## config.mk

```make
export PLATFORM = sky130hd
export DESIGN_NAME = jtframe_zxdos_joyser
export DESIGN_NICKNAME = d
export VERILOG_FILES = /design/src/rtl/jtframe_zxdos_joyser.sv
export SDC_FILE = /design/constraint.sdc
export NUM_CORES = 1
export LEC_CHECK = 0
export ABC_AREA = 1
export BUFFER_PORTS_ARGS = -buffer_cell sky130_fd_sc_hd__buf_4
export CORE_MARGIN = 1
export CORE_UTILIZATION = 25
export DETAILED_ROUTE_END_ITERATION = 10
export PLACE_DENSITY = 0.47
export SYNTH_ARGS = -nofsm -noshare
export SYNTH_HDL_FRONTEND = slang
export SYNTH_SLANG_ARGS = --single-unit
```

## constraint.sdc

```tcl
create_clock -name clk -period 4.3 [get_ports clk]
set_input_delay 0.86 -clock clk [delete_from_list [all_inputs] [get_ports clk]]
set_output_delay 0.86 -clock clk [all_outputs]
set_load 0.01 [all_outputs]
```

## src/rtl/jtframe_zxdos_joyser.sv

```systemverilog
// jtframe_zxdos_joyser: serial joystick reader for the ZXDOS parallel-in/serial-out chain
// Ports: clk, rst (async, active high); scan_en allows new frames; joy_clk/joy_load drive the
// chain and joy_data is its active-low serial output; joystick1/joystick2 are active-high words;
// frame_done pulses once per frame; busy is high outside IDLE.
module jtframe_zxdos_joyser #(
    parameter int DIV      = 8,
    parameter int JOYW     = 12,
    parameter bit DEBOUNCE = 1
) (
    input  logic            clk,
    input  logic            rst,
    input  logic            scan_en,
    output logic            joy_clk,
    output logic            joy_load,
    input  logic            joy_data,
    output logic [JOYW-1:0] joystick1,
    output logic [JOYW-1:0] joystick2,
    output logic            frame_done,
    output logic            busy
);
    localparam int N  = 2 * JOYW;
    localparam int NW = $clog2(N);
    typedef enum logic [1:0] {IDLE, LOAD, SHIFT, DONE} state_t;
    state_t        state, state_n;
    logic [7:0]    cnt;
    logic [NW-1:0] n;
    logic [N-1:0]  stream, prev;
    logic          tick, last;
    assign tick = cnt == 8'(DIV - 1);
    assign last = n == NW'(N - 1);
    assign busy = state != IDLE;
    // DONE is the only state that does not wait for a tick
    always_comb begin
        state_n = state;
        state_n = state == DONE  ? IDLE :
                  !tick          ? state :
                  state == IDLE  ? (scan_en ? LOAD : IDLE) :
                  state == LOAD  ? SHIFT :
                  (joy_clk && last) ? DONE : SHIFT;
    end
    always_ff @(posedge clk or posedge rst) begin
        if (rst) begin
            state      <= IDLE;
            cnt        <= 8'd0;
            n          <= '0;
            stream     <= '0;
            prev       <= '1;
            joy_clk    <= 1'b0;
            joy_load   <= 1'b1;
            joystick1  <= '0;
            joystick2  <= '0;
            frame_done <= 1'b0;
        end else begin
            state      <= state_n;
            cnt        <= tick ? 8'd0 : cnt + 8'd1;
            frame_done <= state == DONE;
            if (tick && state == IDLE && scan_en) joy_load <= 1'b0;
            if (tick && state == LOAD) joy_load <= 1'b1;
            // sample while the clock is low so bit 0 is the value right after the load
            if (tick && state == SHIFT) begin
                joy_clk <= ~joy_clk;
                if (!joy_clk) stream[n] <= joy_data;
                else if (!last) n <= n + 1'b1;
            end
            if (state == DONE) begin
                if (!DEBOUNCE || stream == prev) {joystick2, joystick1} <= ~stream;
                prev <= stream;
                n    <= '0;
            end
        end
    end
endmodule

```

==> results of run 1 <==
synth_stat cells (4+ instances only):
| cell type | n | area [sq um] |
|---|---|---|
| sky130_fd_sc_hd__nand2_1 | 166 | 623.1 |
| sky130_fd_sc_hd__dfrtp_1 | 65 | 1627 |
| sky130_fd_sc_hd__inv_1 | 60 | 225.2 |
| sky130_fd_sc_hd__nand3_1 | 55 | 275.3 |
| sky130_fd_sc_hd__o21ai_1 | 32 | 160.2 |
| sky130_fd_sc_hd__o21ai_0 | 31 | 155.2 |
| sky130_fd_sc_hd__dfstp_2 | 25 | 656.9 |
| sky130_fd_sc_hd__nor2_1 | 22 | 82.58 |
| sky130_fd_sc_hd__ha_1 | 9 | 112.6 |
| sky130_fd_sc_hd__clkbuf_1 | 8 | 30.03 |
| sky130_fd_sc_hd__xnor2_1 | 8 | 70.07 |
| sky130_fd_sc_hd__buf_4 | 4 | 30.03 |
| sky130_fd_sc_hd__buf_6 | 4 | 45.04 |
per-layer routing:
layer,wire (um),vias to the layer above
met3,352,8
met5,0,-
li1,-,1701
met1,4635,1509
met4,124,0
met2,4074,46
path summary, 6_finish.rpt:
kind	start	to	slack (ns)	cells after the start
setup reg to reg	state[0]$_DFFE_PP0P_	joystick2[4]$_DFFE_PP0P_	2.08	11
hold reg to reg	cnt[0]$_DFF_PP0_	cnt[0]$_DFF_PP0_	0.45	1
min in group asynchronous	rst	stream[14]$_DFFE_PP0P_	0.64	2
setup / recovery	state[0]$_DFFE_PP0P_	joystick2[4]$_DFFE_PP0P_	2.08	11
max in group asynchronous	rst	prev[12]$_DFFE_PP1P_	2.82	3
hold / removal	cnt[0]$_DFF_PP0_	cnt[0]$_DFF_PP0_	0.45	1
flip-flops by register name, indices dropped and copies added, names as in the netlist:
signal	count
joystick1	12
joy_load	1
n	5
prev	24
cnt	8
joystick2	12
joy_clk	1
state	2
frame_done	1
stream	24
report_power, final:
| group | internal, mW | leakage [nW] | switching (mW) |
|---|---|---|---|
| clock | 0.455 | 0.148 | 0.344 |
| combinational | 0.00444 | 1.42 | 0.0229 |
| sequential | 0.849 | 1.03 | 0.00114 |
cells by family after synthesis:
group,Yosys count
buf+inv,81
flops,90
xor+xnor,9
simple gates,263
fa+ha+maj,9
compound gates,68
worst register-to-register path: stages, from the launching register on:
cell and delay, ns:
sky130_fd_sc_hd__dfrtp_1 0.38, sky130_fd_sc_hd__ha_1 0.19, sky130_fd_sc_hd__inv_1 0.05, sky130_fd_sc_hd__buf_4 0.21, sky130_fd_sc_hd__a21oi_1 0.15, sky130_fd_sc_hd__nand2_1 0.06
sky130_fd_sc_hd__nor2_1 0.08, sky130_fd_sc_hd__nand2_1 0.08, sky130_fd_sc_hd__nor2_4 0.45, sky130_fd_sc_hd__nand2_4 0.27, sky130_fd_sc_hd__nand2_1 0.14, sky130_fd_sc_hd__nand2_1 0.05
final cells by class:
| type | count | area (sq um) | share of cell area (%) |
|---|---|---|---|
| inverters | 63 | 237.7 | 4.703 |
| flip-flops and latches | 90 | 2283 | 45.17 |
| multi-input cells | 349 | 1694 | 33.51 |
| well taps | 220 | 275.3 | 5.446 |
| clock buffers | 9 | 225.2 | 4.455 |
| clock inverters | 7 | 76.32 | 1.510 |
| repair buffers | 35 | 262.8 | 5.198 |
==> impl_metrics.env, run 1 <==
export IMPL_outcome="finished, final reports clean"
export IMPL_tritoncts="yes"
export IMPL_timing_setup_tns_ns=0
export IMPL_syn2layout_area_growth_pct=16.80
export IMPL_number_of_buffers_inserted_by_hold_repair_at_cts=0
export IMPL_critPathArrivalTime_ns=2.45
export IMPL_layoutNonFillerInstCount=773
export IMPL_yosysSeqAreaShare_pct=52.76
export IMPL_report_final_slew_viol_count=0
export IMPL_detailedPlace_worstSlack_ns=2.069
export IMPL_final_design_area_no_fill_sq_um=5055
export IMPL_total_grt_usage_pct=11.56
export IMPL_most_common_layout_cells="166 x sky130_fd_sc_hd__nand2_1, 65 x sky130_fd_sc_hd__dfrtp_1, 59 x sky130_fd_sc_hd__inv_1, 55 x sky130_fd_sc_hd__nand3_1, 35 x sky130_fd_sc_hd__buf_4"
export IMPL_num_rows=47
export IMPL_grt_start_max_net_pins=47
export IMPL_simple_gate_fraction_of_synth_area_pct=26.66
export IMPL_global_route_wire_length_before_repair_um=15920
export IMPL_port_buffers=31
export IMPL_timing_final_crit_share_pct=51.52
export IMPL_synthAdderAreaFrac_pct=2.602
export IMPL_initial_core_util_pct=25.82
export IMPL_die_h_um=133.6
export IMPL_critPathMostFrequentCell="sky130_fd_sc_hd__nand2_1"
export IMPL_ctsResizeCount=0
export IMPL_synth_compound_area_share_pct=8.066
export IMPL_cts_inserted_buffers=9
export IMPL_floorplan_die_width_um=133.6
export IMPL_layout_cells_most_common="sky130_fd_sc_hd__nand2_1"
export IMPL_dr_pass1_iters=5
export IMPL_met2_global_route_usage_pct=17.80
export IMPL_root_buffer="sky130_fd_sc_hd__clkbuf_16"
export IMPL_routed_via_density=4.223
export IMPL_dr_total_vias=3264
export IMPL_drt_wl_total_um=9186
export IMPL_nNetsFinal=561
export IMPL_design_core_area_sq_um=16760
export IMPL_clk_transition_reported_paths_ns=0.07
export IMPL_cts_htree_levels=3
export IMPL_fin_skew_ns=0.006940
export IMPL_ir_worst_vdd_v=0.0001906
export IMPL_initialDrtViolationCount=157
export IMPL_placed_wire_length_estimate_after_detailed_placement_um=6678
export IMPL_crit_slowest_cell="sky130_fd_sc_hd__nor2_4"
export IMPL_drtAntennaViolNets=0
export IMPL_max_slew_margin_pct=47.20
export IMPL_synth_mux_area_fraction_pct=0
export IMPL_die_ar_sq_um=17840
export IMPL_syn_instance_count=520
export IMPL_minimum_clock_period_after_layout_ns=2.215
export IMPL_fin_worst_hold_slack_ns=0.4494
export IMPL_worst_setup_path_start_kind="flip-flop"
export IMPL_drc=0
export IMPL_synthesis_nets=533
export IMPL_grtUsageMet3_pct=3.767
export IMPL_ys_warn_count=0
export IMPL_gpl_final_weighted_congestion=0.7777
export IMPL_parity_gate_share_of_the_synthesized_area_counting_xor_and_xnor_cells_pct=1.821
export IMPL_dominant_combinational_cell_family_by_area_after_synthesis="simple AND/OR/NAND/NOR gates"
export IMPL_capturing_element_type_of_the_critical_path="flip-flop"
export IMPL_number_of_diodes_added_for_antenna_fixing=0
export IMPL_antenna_found_initial=0
export IMPL_setup_violations=0
export IMPL_io_pin_count=32
export IMPL_worst_path_max_stage_delay_ns=0.45
export IMPL_critPathMaxFanout=30
export IMPL_mappedNetlistArea_sq_um=4328
export IMPL_grt_pass1_vias=3160
export IMPL_power_density_nw_per_um2=331.7
export IMPL_fillerInstances=1791
export IMPL_static_leakage_nw=2.602
export IMPL_placed_area_sq_um=4753
export IMPL_grt_most_used_layer="met2"
export IMPL_maxcap_violations=0
export IMPL_worstPathBufferInverterCount=2
export IMPL_clock_insertion_delay_worst_skew_ns=0.35
export IMPL_cts_repair_timing_setup_buffer_count=0
export IMPL_worst_path_dominant_cell_family="simple AND/OR/NAND/NOR gates"
export IMPL_worst_slack_ns=2.085
export IMPL_count_of_flip_flops_with_a_built_in_enable_after_synthesis=0
export IMPL_synth_main_ff_cell="sky130_fd_sc_hd__dfrtp_1"
export IMPL_postSynth_asyncResetShare_pct=100.0
export IMPL_hold_violations=0
export IMPL_maxClockFrequency_mhz=451.4
export IMPL_global_route_usage_met1_pct=15.40
export IMPL_crit_chain="ha_1 -> inv_1 -> buf_4 -> a21oi_1 -> nand2_1 -> nor2_1 -> nand2_1 -> nor2_4 -> nand2_4 -> nand2_1 -> nand2_1"
export IMPL_syn_area_per_cell_sq_um=8.323
export IMPL_cts_path_max_buffers=2
export IMPL_timing_worst_setup_path_type="reg -> reg"
export IMPL_worstHoldPathType="reg -> reg"
export IMPL_yosysUniqueCellTypes=32
export IMPL_rsz0062_at_grt="false"
export IMPL_dpl_cells=757
export IMPL_final_core_util_pct=30.16
export IMPL_tritoncts_num_sinks=90
export IMPL_yosys_register_bits=90
export IMPL_fin_total_pwr_mw=1.677
export IMPL_avgRoutedWirePerCell_um=11.88
export IMPL_timing_critical_path_required_ns=4.54
export IMPL_timing_worst_slew_pin_value_ns=0.7920
export IMPL_grt_overflow_total=0
export IMPL_proportion_of_layout_cells_with_a_drive_suffix_above_1_pct=16.46
No activity file was read; power rests on OpenSTA's default activity.
==> inputs of run 2 (changes only) <==
==> constraint.sdc (replaced) <==
create_clock -name clk -period 2.1 [get_ports clk]
set_input_delay 0.42 -clock clk [delete_from_list [all_inputs] [get_ports clk]]
set_output_delay 0.42 -clock clk [all_outputs]
set_load 0.01 [all_outputs]
==> run 2 against run 1 <==
Flip-flop and latch count stayed put. Routed wire length is 0.61% higher. Final area is 1.0% higher. Combinational power is 140% higher. Clock-buffer cell count stayed put. Hold slack worse by 0.35 ns. Clock power is 99% higher. Total power is 100% higher. Die area stayed put.
==> impl_metrics.env, run 2 (same netlist as run 1, synthesis figures left out) <==
export IMPL_outcome="finished, final reports clean"
export IMPL_num_rows=47
export IMPL_total_grt_usage_pct=11.53
export IMPL_rrSetupSlack_ns=0.34
export IMPL_design_core_area_sq_um=16760
export IMPL_die_h_um=133.6
export IMPL_layout_cells_most_common="sky130_fd_sc_hd__nand2_1"
export IMPL_crit_slowest_cell="sky130_fd_sc_hd__dfrtp_1"
export IMPL_worst_slack_ns=0.3363
export IMPL_dr_pass1_iters=4
export IMPL_timing_setup_tns_ns=0
export IMPL_clk_transition_reported_paths_ns=0.07
export IMPL_routed_via_density=4.210
export IMPL_final_core_util_pct=30.47
export IMPL_ctsResizeCount=0
export IMPL_cp_depth=10
export IMPL_fin_skew_ns=0.01135
export IMPL_clock_insertion_delay_worst_skew_ns=0.35
export IMPL_cts_htree_levels=3
export IMPL_initialDrtViolationCount=189
export IMPL_worst_path_dominant_cell_family="simple AND/OR/NAND/NOR gates"
export IMPL_detailedPlace_worstSlack_ns=0.3393
export IMPL_crit_chain="ha_1 -> nand2_1 -> inv_2 -> nand2_2 -> nor2_8 -> nand2_4 -> nor2_8 -> nand3_1 -> nand2_1 -> o21ai_1"
export IMPL_grt_start_max_net_pins=46
export IMPL_ir_worst_vdd_v=0.0003720
export IMPL_timing_worst_setup_path_type="reg -> reg"
export IMPL_report_final_slew_viol_count=0
export IMPL_cts_inserted_buffers=9
export IMPL_hold_violations=0
export IMPL_reg_top3="prev (24), stream (24)"
export IMPL_avgRoutedWirePerCell_um=11.89
export IMPL_die_ar_sq_um=17840
export IMPL_cts_repair_timing_setup_buffer_count=0
export IMPL_tritoncts="yes"
export IMPL_initial_core_util_pct=25.82
export IMPL_fin_total_pwr_mw=3.394
export IMPL_worst_setup_path_start_kind="flip-flop"
export IMPL_worst_path_max_stage_delay_ns=0.37
export IMPL_minimum_clock_period_after_layout_ns=1.764
export IMPL_worstHoldPathType="in -> async"
export IMPL_most_common_layout_cells="166 x sky130_fd_sc_hd__nand2_1, 65 x sky130_fd_sc_hd__dfrtp_1, 59 x sky130_fd_sc_hd__inv_1, 55 x sky130_fd_sc_hd__nand3_1, 37 x sky130_fd_sc_hd__buf_4"
export IMPL_grt_pass1_vias=3166
export IMPL_port_buffers=31
export IMPL_proportion_of_layout_cells_with_a_drive_suffix_above_1_pct=17.06
export IMPL_area_sequential_sq_um=2283
export IMPL_drt_wl_total_um=9242
export IMPL_maxClockFrequency_mhz=567.0
export IMPL_timing_final_crit_share_pct=83.99
export IMPL_multi_input_area_sq_um=1694
export IMPL_global_route_wire_length_before_repair_um=16010
export IMPL_timing_critical_path_required_ns=2.33
export IMPL_worstRegToRegCells=10
export IMPL_syn2layout_area_growth_pct=18.01
export IMPL_grt_overflow_total=0
export IMPL_root_buffer="sky130_fd_sc_hd__clkbuf_16"
export IMPL_capturing_element_type_of_the_critical_path="flip-flop"
export IMPL_worstPathBufferInverterCount=1
export IMPL_maxcap_violations=0
export IMPL_setup_violations=0
export IMPL_max_slew_margin_pct=62.17
export IMPL_cts_path_max_buffers=2
export IMPL_power_density_nw_per_um2=664.4
export IMPL_floorplan_die_width_um=133.6
export IMPL_antenna_found_initial=0
export IMPL_critPathMaxFanout=24
export IMPL_timing_rr_end="stream[18]$_DFFE_PP0P_"
export IMPL_placed_wire_length_estimate_after_detailed_placement_um=6763
export IMPL_timing_worst_slew_pin_value_ns=0.5631
export IMPL_dr_total_vias=3271
export IMPL_drtAntennaViolNets=0
export IMPL_worstReg2RegStart="cnt[0]$_DFF_PP0_"
export IMPL_gpl_final_weighted_congestion=0.7631
export IMPL_io_pin_count=32
export IMPL_critPathLaunch="cnt[0]$_DFF_PP0_"
export IMPL_number_of_buffers_inserted_by_hold_repair_at_cts=0
export IMPL_static_leakage_nw=2.626
export IMPL_rsz0062_at_grt="false"
export IMPL_fillerInstances=1812
export IMPL_drc=0
export IMPL_tritoncts_num_sinks=90
export IMPL_nNetsFinal=565
export IMPL_number_of_diodes_added_for_antenna_fixing=0
export IMPL_critPathCapture="stream[18]$_DFFE_PP0P_"
export IMPL_critPathArrivalTime_ns=1.99
==> run 2: cell types whose count changed in the layout (fill, tap and decap cells not counted) <==
cell                        change
sky130_fd_sc_hd__clkinv_2       -3
sky130_fd_sc_hd__buf_12         +2
sky130_fd_sc_hd__buf_4          +2
sky130_fd_sc_hd__clkinv_4       +2
sky130_fd_sc_hd__bufinv_16      -1
sky130_fd_sc_hd__clkinv_8       +1
sky130_fd_sc_hd__inv_6          +1
==> run 2: area by class of cell <==
class / instances / share of cell area [%]
sequential: 90 / 44.71
multi-input combinational: 349 / 33.17
timing repair buffer: 39 / 6.222
tap: 220 / 5.390
clock inverter: 7 / 1.396
inverter: 63 / 4.704
clock buffer: 9 / 4.410
==> run 2: per-layer routing <==
metal / global-route usage [%] / part of all wire [%] / wire length, um / up-vias
li1: - / - / - / 1711
met1: 15.89 / 51 / 4715 / 1504
met2: 17.22 / 44 / 4055 / 46
met3: 3.387 / 3.8 / 355 / 10
met4: 3.788 / 1.2 / 114 / 0
met5: 0 / 0 / 0 / -
==> run 2: how the worst min path moves through the flow <==
stage	startpoint	to	slack (ns)	cells past startpoint
global placement	cnt[0]$_DFF_PP0_	cnt[0]$_DFF_PP0_	0.44	1
CTS	rst	cnt[4]$_DFF_PP0_	0.11	2
floorplan	cnt[0]$_DFF_PP0_	cnt[0]$_DFF_PP0_	0.43	1
global route	rst	cnt[4]$_DFF_PP0_	0.12	2
detailed placement	cnt[0]$_DFF_PP0_	cnt[0]$_DFF_PP0_	0.45	1
finish	rst	cnt[5]$_DFF_PP0_	0.10	2
==> run 2: power breakdown <==
| part | internal (mW) | switching (mW) | leakage (nW) |
|---|---|---|---|
| Sequential | 1.74 | 0.00248 | 1.03 |
| Combinational | 0.0157 | 0.0489 | 1.45 |
| Clock | 0.835 | 0.753 | 0.145 |
==> run 2: metrics by stage <==
step / std cells / cell area (sq um) / hold WS, ns
final: 777 / 5107 / 0.1028
after global routing: 777 / 5107 / 0.1223
after CTS: 777 / 5107 / 0.1105
after detailed placement: 761 / 4811 / 0.4463
after global placement: 761 / 4811 / 0.4444
after floorplan: 520 / 4332 / 0.4251
